## src/rtl/motoro3_pkg.sv

```systemverilog
// Shared motoro3 types and constants: sequencer states, datapath widths, default
// PWM period and last commutation step, plus the pulse-length clamp helper.
package motoro3_pkg;

  localparam int MOTORO3_STEP_W = 4;
  localparam int MOTORO3_LEN_W  = 16;

  localparam logic [MOTORO3_LEN_W-1:0]  MOTORO3_PERIOD_DEF   = 16'd20000;
  localparam logic [MOTORO3_STEP_W-1:0] MOTORO3_STEP_MAX_DEF = 4'd12;

  typedef enum logic [1:0] {
    IDLE = 2'd0,
    LOAD = 2'd1,
    RUN  = 2'd2
  } motoro3_state_e;

  // A calculator result longer than the period would otherwise never let the compare go low.
  function automatic logic [MOTORO3_LEN_W-1:0] motoro3_clamp_len(
    input logic [MOTORO3_LEN_W-1:0] len,
    input logic [MOTORO3_LEN_W-1:0] period
  );
    return (len > period) ? period : len;
  endfunction

endpackage

```

## src/rtl/motoro3_pwm_cmp.sv

```systemverilog
// Period counter and compare: counts 0..PERIOD-1 while run is high, flags the last
// count, and registers pwmOut one cycle behind the count it was compared against.
module motoro3_pwm_cmp
  import motoro3_pkg::*;
#(
  parameter logic [MOTORO3_LEN_W-1:0] PERIOD = MOTORO3_PERIOD_DEF
) (
  input  logic                     clk,
  input  logic                     nRst,
  input  logic                     run,
  input  logic [MOTORO3_LEN_W-1:0] len,
  output logic                     per_end,
  output logic                     pwmOut
);

  localparam logic [MOTORO3_LEN_W-1:0] PER_LAST = PERIOD - 16'd1;

  logic [MOTORO3_LEN_W-1:0] per_cnt_q, per_cnt_d;
  logic                     pwm_q, pwm_d;

  assign per_end = run && (per_cnt_q == PER_LAST);
  assign pwmOut  = pwm_q;

  // Outside RUN the counter sits at 0 so the first period after LOAD starts cleanly.
  always_comb begin
    per_cnt_d = per_cnt_q;
    pwm_d     = 1'b0;
    if (!run || per_end) begin
      per_cnt_d = '0;
    end else begin
      per_cnt_d = per_cnt_q + 16'd1;
    end
    if (run) begin
      pwm_d = (per_cnt_q < len);
    end
  end

  always_ff @(posedge clk or negedge nRst) begin
    if (!nRst) begin
      per_cnt_q <= '0;
      pwm_q     <= 1'b0;
    end else begin
      per_cnt_q <= per_cnt_d;
      pwm_q     <= pwm_d;
    end
  end

endmodule

```

## src/rtl/motoro3_pwm_drive.sv

```systemverilog
// Step sequencer: presents lcStep, captures the clamped plLen in LOAD, runs repPerStep
// PWM periods per step, then wraps through 1..STEP_MAX; enable is honoured at period ends.
module motoro3_pwm_drive
  import motoro3_pkg::*;
#(
  parameter logic [MOTORO3_LEN_W-1:0]  PERIOD   = MOTORO3_PERIOD_DEF,
  parameter logic [MOTORO3_STEP_W-1:0] STEP_MAX = MOTORO3_STEP_MAX_DEF
) (
  input  logic                      clk,
  input  logic                      nRst,
  input  logic                      enable,
  input  logic [7:0]                repPerStep,
  input  logic [MOTORO3_LEN_W-1:0]  plLen,
  output logic [MOTORO3_STEP_W-1:0] lcStep,
  output logic                      pwmOut,
  output logic                      stepAdv,
  output logic                      busy
);

  motoro3_state_e            state_q, state_d;
  logic [MOTORO3_STEP_W-1:0] lc_step_q, lc_step_d;
  logic [MOTORO3_LEN_W-1:0]  len_q, len_d;
  logic [7:0]                rep_q, rep_d;
  logic [7:0]                rep_cnt_q, rep_cnt_d;
  logic                      step_adv_q, step_adv_d;
  logic                      per_end;

  motoro3_pwm_cmp #(
    .PERIOD (PERIOD)
  ) u_cmp (
    .clk     (clk),
    .nRst    (nRst),
    .run     (state_q == RUN),
    .len     (len_q),
    .per_end (per_end),
    .pwmOut  (pwmOut)
  );

  always_comb begin
    state_d    = state_q;
    lc_step_d  = lc_step_q;
    len_d      = len_q;
    rep_d      = rep_q;
    rep_cnt_d  = rep_cnt_q;
    step_adv_d = 1'b0;
    case (state_q)
      IDLE: begin
        lc_step_d = '0;
        if (enable) begin
          state_d   = LOAD;
          lc_step_d = 4'd1;
        end
      end
      LOAD: begin
        len_d     = motoro3_clamp_len(plLen, PERIOD);
        rep_d     = (repPerStep == 8'd0) ? 8'd0 : repPerStep - 8'd1;
        rep_cnt_d = '0;
        state_d   = RUN;
      end
      RUN: begin
        // Only period ends are decision points, so every started period finishes.
        if (per_end) begin
          if (!enable) begin
            state_d   = IDLE;
            lc_step_d = '0;
            rep_cnt_d = '0;
          end else if (rep_cnt_q < rep_q) begin
            rep_cnt_d = rep_cnt_q + 8'd1;
          end else begin
            rep_cnt_d  = '0;
            lc_step_d  = (lc_step_q == STEP_MAX) ? 4'd1 : lc_step_q + 4'd1;
            step_adv_d = 1'b1;
            state_d    = LOAD;
          end
        end
      end
      default: begin
        state_d   = IDLE;
        lc_step_d = '0;
      end
    endcase
  end

  always_ff @(posedge clk or negedge nRst) begin
    if (!nRst) begin
      state_q    <= IDLE;
      lc_step_q  <= '0;
      len_q      <= '0;
      rep_q      <= '0;
      rep_cnt_q  <= '0;
      step_adv_q <= 1'b0;
    end else begin
      state_q    <= state_d;
      lc_step_q  <= lc_step_d;
      len_q      <= len_d;
      rep_q      <= rep_d;
      rep_cnt_q  <= rep_cnt_d;
      step_adv_q <= step_adv_d;
    end
  end

  assign lcStep  = lc_step_q;
  assign stepAdv = step_adv_q;
  assign busy    = (state_q != IDLE);

endmodule

```

## config.mk

```make
export PLATFORM = sky130hd
export DESIGN_NAME = motoro3_pwm_drive
export DESIGN_NICKNAME = d
export VERILOG_FILES = /design/src/rtl/motoro3_pkg.sv /design/src/rtl/motoro3_pwm_cmp.sv /design/src/rtl/motoro3_pwm_drive.sv
export SDC_FILE = /design/constraint.sdc
export NUM_CORES = 1
export LEC_CHECK = 0
export CAP_MARGIN = 20
export CORE_MARGIN = 3
export CORE_UTILIZATION = 50
export CTS_CLUSTER_DIAMETER = 100
export DETAILED_ROUTE_END_ITERATION = 6
export PLACE_DENSITY = 0.72
export SLEW_MARGIN = 20
export SYNTH_ARGS = -nofsm -noshare
export SYNTH_HDL_FRONTEND = slang
export SYNTH_SLANG_ARGS = --single-unit
```

## constraint.sdc

```tcl
create_clock -name clk -period 2.35 [get_ports clk]
set_clock_uncertainty 0.1 [all_clocks]
set_input_delay 0.47 -clock clk [delete_from_list [all_inputs] [get_ports clk]]
set_output_delay 0.47 -clock clk [all_outputs]
set_load 0.02 [all_outputs]
```

==> reports/results.txt, run 1 <==
crit-path cells: ha_1 > or4_4 > a21oi_4 > o31ai_4 > o211ai_4 > mux2_1
NumNets Final: 441
dpl hpwl: 5390 um
drc violations: 0
clock transition at the registers of the reported paths: 100 ps
gpl congestion: 0.802
Post-Route WL: 7220 um
DRT Pass-1 Iters: 4
leak pwr: 1.92 nW
Sum Neg Setup Slack: 0 ps
CP arrival: 2380 ps
Root Driver: clkbuf_8
row cnt: 28
CTS Sinks: 56
worst-skew pair later-pin latency: 310 ps
crit path time final: 2270 ps
drt wl/cell: 15.6 um
CTS buffer count: 5
commonest non-fill, non-tap cell in the layout: dfrtp_1
layout cell share with drive strength beyond 1: 0.116
Ys Warns: 0
Die Span Y: 87.2 um
largest net degree at the start of global routing: 26
PD cells: 420 nW/um^2
crit-path max FO: 8
vias in the first global route: 2635
Compound-Gate Fraction of Synth Area: 0.153
Max Buffers Root-to-Sink: 2
gr ovfl total: 0
vias: 2635
final hold viol count: 0
achievable frequency: 0.440 GHz
number of diodes: 0
core area: 6170 sq um
num ports: 34
fin crit share: 0.967
fin area: 3930 sq um
Area growth syn-to-layout: 19.3%
chip width: 87.2 um
Slew @ Worst Pin: 615 ps
synthesized area: 3300 sq um
FF+latch count, synth: 56
Hold-fix buffers, CTS: 0
max_slew headroom: 0.590
RSZ-0062 raised after global routing: no
Worst setup SP type: flip-flop
IO Port Bufs: 33
distinct cell type count after synthesis: 54
initial antenna violation count: 0
Worst setup EP type: flip-flop
Final setup violation count: 0
Placed Instances: 455
main combinational cell family by area after synthesis: simple AND/OR/NAND/NOR gates
first-pass GRT wire length: 12300 um
worst vdd ir: 0.422 mV
mux contribution to synthesized area: 0.0129
post-synthesis async set-or-reset flop share: 1.00
ys flop type: dfrtp_1
most frequent cells in the layout: dfrtp_1 (56), clkdlybuf4s50_1 (32), inv_1 (30), nor2_1 (27), ha_1 (27)
share of the yosys chip area belonging to registers: 0.425
Worst path max stage delay: 560 ps
syn_nets: 390
pre-CTS setup slack: -34.5 ps
# Max-Cap Violations: 0
final setup margin: 76.7 ps
Post-CTS Setup Repair Bufs: 0
Synth Area in Simple Gates: 0.209
Post-synth EDFFs: 0
starting density of the core: 0.534
DRT iter0 DRCs: 100
Setup CP Type: flip-flop to flip-flop
Post-Syn Instances: 336
Synth Area in XOR/XNOR: 0.0452
Post-Synth Adder-Cell Area: 0.103
Final Non-Filler Cells: 463
H-tree depth: 2
CTS tree: built
placed cell areas: 3820 sq um
crit path max-delay cell type: or4_4
Hold Crit Class: input pin to asynchronous set/reset pin
worst path required time: 2450 ps
Die Footprint: 7600 sq um
Synth Area per Inst: 9.81 sq um
status: complete, no violations
Post-DRT Antenna Nets: 0
Via density: 5.69
Power, Total: 0.00165 W
pins over their slew limit: 0
Tot GR Track Use: 0.206
==> synthesized netlist by cell type, drive strengths merged, types with 2 or more instances <==
| library cell | n | area share |
|---|---|---|
| dfrtp | 56 | 0.43 |
| inv | 30 | 0.034 |
| ha | 27 | 0.10 |
| nor2 | 27 | 0.031 |
| nand2 | 22 | 0.025 |
| nor3 | 15 | 0.026 |
| nand3 | 12 | 0.018 |
| o21ai | 12 | 0.018 |
| a21oi | 11 | 0.019 |
| xor2 | 10 | 0.027 |
| a22o | 9 | 0.024 |
| nand4 | 9 | 0.019 |
| a21o | 8 | 0.018 |
| o22ai | 7 | 0.013 |
| xnor2 | 7 | 0.019 |
| a221o | 6 | 0.018 |
| clkbuf | 6 | 0.0068 |
| nand2b | 6 | 0.011 |
| nor2b | 5 | 0.0095 |
| and3 | 4 | 0.0076 |
| buf | 4 | 0.011 |
| nor4 | 4 | 0.0076 |
| and4 | 3 | 0.0080 |
| nor4b | 3 | 0.014 |
| or2 | 3 | 0.0057 |
| or3 | 3 | 0.0057 |
| a211oi | 2 | 0.0046 |
| a22oi | 2 | 0.0046 |
| and2 | 2 | 0.0038 |
| mux2 | 2 | 0.0068 |
| mux2i | 2 | 0.0061 |
| o21a | 2 | 0.0046 |
| o31ai | 2 | 0.0061 |
| or4 | 2 | 0.0057 |
==> layer usage <==
metal / track usage / part of all wire / vias to the layer above / routed length (um)
li1: - / - / 1304 / -
met1: 0.264 / 0.44 / 1282 / 3180
met2: 0.369 / 0.52 / 43 / 3720
met3: 0.0331 / 0.035 / 6 / 253
met4: 0.0418 / 0.0087 / 0 / 63
met5: 0 / 0 / - / 0
==> critical path, delay by kind of cell (launching register included) <==
family | cells | cell delay, ps
mux | 1 | 340
flops | 1 | 400
compound gates | 3 | 560
simple gates | 1 | 560
fa+ha+maj | 1 | 200
==> flip-flops by register name, summed over array words and instances, names as in the netlist <==
name and count:
len_q 16, state_q 2, rep_cnt_q 8, u_cmp.per_cnt_q 16, u_cmp.pwmOut 1, rep_q 8, lcStep 4, stepAdv 1
==> final cells by class <==
class / instances / area [sq um]
inverters: 30 / 113
repair buffers: 54 / 495
multi-input cells: 240 / 1740
clock buffers: 5 / 68.8
well taps: 75 / 93.8
flip-flops and latches: 56 / 1400
fillers: 521 / 2230
clock inverters: 3 / 18.8
==> power by group <==
| part | internal [W] | switching, W | leakage (nW) |
|---|---|---|---|
| combinational | 0.0000736 | 0.0000673 | 1.20 |
| sequential | 0.000972 | 0.00000486 | 0.672 |
| clock | 0.000209 | 0.000324 | 0.0479 |
==> metrics by stage <==
step	hold slack [ps]	util
2_1_floorplan	74.4	-
3_3_place_gp	363	0.620
3_5_place_dp	370	0.620
4_1_cts	84.1	0.636
5_1_grt	96.0	0.638
6_report	59.3	0.638
==> kinds of logic (layout without fill, tap and decap cells) <==
family | Yosys count | count (layout)
AO/OA/AOI/OAI | 68 | 68
XOR/XNOR | 17 | 17
adder cells (fa/ha/maj) | 27 | 27
buffers and inverters | 40 | 92
flip-flops | 56 | 56
multiplexers | 4 | 4
AND/OR/NAND/NOR | 124 | 124
==> final timing paths <==
kind	from	to	slack (ps)	depth (start not counted)
worst max-delay path	rep_cnt_q[1]$_DFFE_PN0P_	lcStep[0]$_DFFE_PN0P_	80	6
worst min-delay path	nRst	u_cmp.per_cnt_q[15]$_DFF_PN0_	60	1
worst max register to register	rep_cnt_q[1]$_DFFE_PN0P_	lcStep[0]$_DFFE_PN0P_	80	6
worst min register to register	rep_q[7]$_DFFE_PN0P_	rep_q[7]$_DFFE_PN0P_	390	2
max in group asynchronous	nRst	stepAdv$_DFF_PN0_	1530	2
min in group clk	rep_q[7]$_DFFE_PN0P_	rep_q[7]$_DFFE_PN0P_	390	2
==> timing repair <==
| item | CTS | global route |
|---|---|---|
| setup endpoints to repair | 5 | 6 |
| pin swaps | 0 | 0 |
| gates resized for setup | 1 | 2 |
Power figures use the tool's default switching activity.
==> run 2, diff against run 1 <==
Settings changed: DONT_BUFFER_PORTS from default to 1, PLACE_DENSITY 0.72 to default, SLEW_MARGIN 20 to default.
Clock period 2.35 ns to 2.13 ns, I/O delays scaled along.
==> run 2 against run 1 <==
Design area decreased by 3.3%. Final cell count decreased by 4.5%. Utilization decreased by 2.1 points. Clock power increased by 13%. Total power increased by 7.8%. Sequential power increased by 11%. Via count decreased by 3.3%. Non-clock buffer count decreased by 21. Critical path type unchanged. Critical endpoint unchanged. Largest cell class unchanged. Largest power group unchanged. Highest routed layer unchanged.
==> reports/results.txt, run 2 (synthesis results as in run 1) <==
status: complete, no violations
DRT iter0 DRCs: 111
Hold Crit Class: input pin to flip-flop
crit path max-delay cell type: or4_4
drc violations: 0
worst hold slack: 129 ps
crit path time final: 2120 ps
most frequent cells in the layout: dfrtp_1 (56), buf_4 (29), inv_1 (28), nor2_1 (27), ha_1 (23)
drt wl/cell: 16.0 um
Worst setup SP type: flip-flop
# Max-Cap Violations: 0
layout cell share with drive strength beyond 1: 0.180
worst-skew pair later-pin latency: 310 ps
final hold viol count: 0
clock power share: 0.339
max_slew headroom: 0.707
Final Non-Filler Cells: 442
Die Footprint: 7600 sq um
crit-path cells: ha_2 > or4_4 > a21oi_4 > o31ai_4 > o211ai_4 > mux2_4
Post-Route WL: 7070 um
number of diodes: 0
NumNets Final: 420
Gate power share: 0.055
Area growth syn-to-layout: 15.3%
core area: 6170 sq um
gr ovfl total: 0
Root Driver: clkbuf_8
FILL cells: 569
PD cells: 468 nW/um^2
largest net degree at the start of global routing: 57
first-pass GRT wire length: 12200 um
achievable frequency: 0.472 GHz
Setup CP Type: flip-flop to flip-flop
Die Span Y: 87.2 um
Sequential Area: 1400 sq um
starting density of the core: 0.534
CP arrival: 2220 ps
Worst path max stage delay: 530 ps
initial antenna violation count: 0
WP buf/inv: 0
fin crit share: 0.995
commonest non-fill, non-tap cell in the layout: dfrtp_1
multi-input logic area: 1820 sq um
Int Power: 0.00138 W
crit-path max FO: 5
Slew @ Worst Pin: 436 ps
worst vdd ir: 0.291 mV
vias: 2547
CTS buffer count: 5
Worst setup EP type: flip-flop
CP delay by family, top: simple AND/OR/NAND/NOR gates
Max Buffers Root-to-Sink: 2
Tot GR Track Use: 0.203
gpl congestion: 0.870
num ports: 34
Final setup violation count: 0
CTS tree: built
Seq pwr share: 0.606
dpl hpwl: 5200 um
leak pwr: 1.85 nW
Post-DRT Antenna Nets: 0
RSZ-0062 raised after global routing: yes
sw frac: 0.224
Via density: 5.76
pins over their slew limit: 0
Psw: 0.000398 W
worst path required time: 2230 ps
vias in the first global route: 2616
H-tree depth: 2
leading registers by flop count: len_q: 16 flops, u_cmp.per_cnt_q: 16 flops
row cnt: 28
CTS Sinks: 56
DRT Pass-1 Iters: 4
clock transition at the registers of the reported paths: 90 ps
Placed Instances: 431
chip width: 87.2 um
IO Port Bufs: 0
[run 2: per-stage QoR]
step,power [W],setup slack (ps),util,setup TNS [ps],cell area [sq um]
6_report,0.00178,11.0,0.616,0,3800
5_1_grt,0.00186,-55.8,0.616,-362,3800
3_3_place_gp,0.00117,-13.4,0.577,-81.1,3550
2_1_floorplan,0.00115,11.4,-,0,3300
3_5_place_dp,0.00117,-98.1,0.577,-753,3550
4_1_cts,0.00181,0.920,0.604,0,3730
[run 2: worst reg2reg max path, cell delays in order (launching register included)]
cell      delay (ps)
dfrtp_1          400
ha_2             190
or4_4            530
a21oi_4          150
o31ai_4          130
o211ai_4         200
mux2_4           310
[run 2: final cells by class]
type                            count  area share
Multi-Input combinational cell    240       0.478
Tap cell                           75      0.0247
Inverter                           30      0.0296
Sequential cell                    56       0.369
Clock buffer                        8      0.0237
Timing Repair Buffer               33      0.0754
[run 2: repair_timing]
item                                    in CTS  in global routing
buffers inserted                             1                  1
cloned                                       0                  0
resized for setup                            7                 13
pin swaps                                    1                  2
hold buffers                                 2                  0
endpoints found under the hold margin       56                  0
endpoints found under the setup margin      11                 13
[run 2: power groups by stage]
stage,sequential (W),clock (W),combinational (W)
after floorplan,0.00110,0,0.0000565
after global placement,0.00110,0,0.0000691
after detailed placement,0.00110,0,0.0000702
after CTS,0.00108,0.000632,0.000101
after global routing,0.00108,0.000666,0.000112
final,0.00108,0.000604,0.0000975
[run 2: path summary, 6_finish.rpt]
kind | start | to | slack, ps | depth (start not counted)
max in group asynchronous | nRst | state_q[0]$_DFFE_PN0P_ | 1160 | 2
setup reg to reg | rep_cnt_q[2]$_DFFE_PN0P_ | lcStep[0]$_DFFE_PN0P_ | 10 | 6
setup / recovery | rep_cnt_q[2]$_DFFE_PN0P_ | lcStep[0]$_DFFE_PN0P_ | 10 | 6
hold reg to reg | len_q[11]$_DFFE_PN0P_ | len_q[11]$_DFFE_PN0P_ | 390 | 2
hold / removal | repPerStep[0] | rep_q[0]$_DFFE_PN0P_ | 130 | 1
min in group asynchronous | nRst | len_q[15]$_DFFE_PN0P_ | 520 | 2
[run 2: metal layers]
metal / GRT usage / routed length (um)
met3: 0.0341 / 173
met1: 0.257 / 3220
met2: 0.359 / 3600
met5: 0 / 0
met4: 0.0544 / 72
==> run 3, diff against run 2 <==
Settings changed: SKIP_CTS_REPAIR_TIMING from default to 1.
==> run 3 against run 2 <==
Routed wire length is 1.3% lower. Largest cell class unchanged. Non-clock buffer count is 1 lower. Clock power hardly changed. Sequential share of layout area is 0.48 points higher.
==> reports/results.txt, run 3 (synthesis results as in run 1) <==
CTS buffer count: 5
Slew @ Worst Pin: 451 ps
chip width: 87.2 um
commonest non-fill, non-tap cell in the layout: dfrtp_1
Post-Route WL: 6970 um
worst path required time: 2230 ps
HP Start: repPerStep[0]
layout cell share with drive strength beyond 1: 0.161
Seq pwr share: 0.606
Placed Instances: 431
row cnt: 28
drt wl/cell: 15.8 um
NumNets Final: 419
FILL cells: 567
drc violations: 0
gpl congestion: 0.870
crit path max-delay cell type: or4_4
Final setup violation count: 0
number of diodes: 0
Gate power share: 0.055
multi-input logic area: 1780 sq um
crit path time final: 2130 ps
Max Buffers Root-to-Sink: 2
sw frac: 0.223
IO Port Bufs: 0
crit-path cells: inv_1 > ha_1 > or4_4 > a21oi_4 > o31ai_4 > o211ai_4 > mux2_4
pre-CTS setup slack: -98.1 ps
Int Power: 0.00138 W
max_slew headroom: 0.697
Worst setup SP type: flip-flop
clock power share: 0.338
Post-DRT Antenna Nets: 0
core area: 6170 sq um
achievable frequency: 0.470 GHz
CP arrival: 2230 ps
leading registers by flop count: len_q: 16 flops, u_cmp.per_cnt_q: 16 flops
final setup margin: 1.42 ps
vias: 2535
Hold Crit Class: input pin to flip-flop
worst vdd ir: 0.291 mV
worst-skew pair later-pin latency: 310 ps
reg2reg start: rep_q[1]$_DFFE_PN0P_
most frequent cells in the layout: dfrtp_1 (56), inv_1 (29), buf_4 (28), nor2_1 (27), ha_1 (25)
Worst path max stage delay: 550 ps
RSZ-0062 raised after global routing: yes
Root Driver: clkbuf_8
Die Footprint: 7600 sq um
CTS Sinks: 56
Area growth syn-to-layout: 13.9%
vias in the first global route: 2592
Tot GR Track Use: 0.200
Die Span Y: 87.2 um
first-pass GRT wire length: 12000 um
H-tree depth: 2
Sequential Area: 1400 sq um
CP delay by family, top: simple AND/OR/NAND/NOR gates
Worst setup EP type: flip-flop
Final Non-Filler Cells: 441
gr ovfl total: 0
crit-path max FO: 5
Via density: 5.75
DRT iter0 DRCs: 133
fin crit share: 0.999
starting density of the core: 0.534
CTS tree: built
dpl hpwl: 5200 um
WP buf/inv: 1
final hold viol count: 0
leak pwr: 1.85 nW
Crit. Startpoint: rep_q[1]$_DFFE_PN0P_
initial antenna violation count: 0
status: complete, no violations
Setup CP Type: flip-flop to flip-flop
DRT Pass-1 Iters: 4
pins over their slew limit: 0
# Max-Cap Violations: 0
clock transition at the registers of the reported paths: 90 ps
PD cells: 474 nW/um^2
largest net degree at the start of global routing: 57
Psw: 0.000396 W
num ports: 34
## run 3: cell types whose count changed in the layout (fill, tap and decap cells not counted), sizes merged
cell  delta
buf      -1
## run 3: stage by stage
step / utilization / area (sq um) / total power, W / setup TNS (ps) / hold WS (ps)
after floorplan: - / 3300 / 0.00115 / 0 / 30.4
after global placement: 0.577 / 3550 / 0.00117 / -81.1 / 31.7
after detailed placement: 0.577 / 3550 / 0.00117 / -753 / 31.6
after CTS: 0.591 / 3640 / 0.00178 / -1000 / -314
after global routing: 0.609 / 3750 / 0.00186 / -493 / 124
final: 0.609 / 3750 / 0.00178 / 0 / 130
## run 3: power groups by stage
stage | registers, W | logic, W | clock network (W)
final | 0.00108 | 0.0000978 | 0.000601
after floorplan | 0.00110 | 0.0000565 | 0
after global placement | 0.00110 | 0.0000691 | 0
after CTS | 0.00108 | 0.0000704 | 0.000632
after detailed placement | 0.00110 | 0.0000702 | 0
after global routing | 0.00108 | 0.000112 | 0.000664
## run 3: cell type report
class / instances / share of cell area
flip-flops and latches: 56 / 0.373
repair buffers: 32 / 0.0720
well taps: 75 / 0.0250
inverters: 30 / 0.0300
multi-input cells: 240 / 0.475
clock buffers: 8 / 0.0240
## run 3: path summary, 6_finish.rpt
kind,depth (start not counted),slack [ps],to
max,7,1,lcStep[0]$_DFFE_PN0P_
min,1,130,rep_q[0]$_DFFE_PN0P_
max reg2reg,7,1,lcStep[0]$_DFFE_PN0P_
min reg2reg,2,390,len_q[11]$_DFFE_PN0P_
max in group asynchronous,2,1160,u_cmp.per_cnt_q[3]$_DFF_PN0_
min in group asynchronous,2,540,u_cmp.per_cnt_q[5]$_DFF_PN0_
## run 3: layer usage
layer	GRT usage	vias to the layer above	wire length, um
met5	0	-	0
met4	0.0544	0	76
met3	0.0341	7	177
met2	0.348	26	3480
met1	0.257	1234	3240
li1	-	1268	-
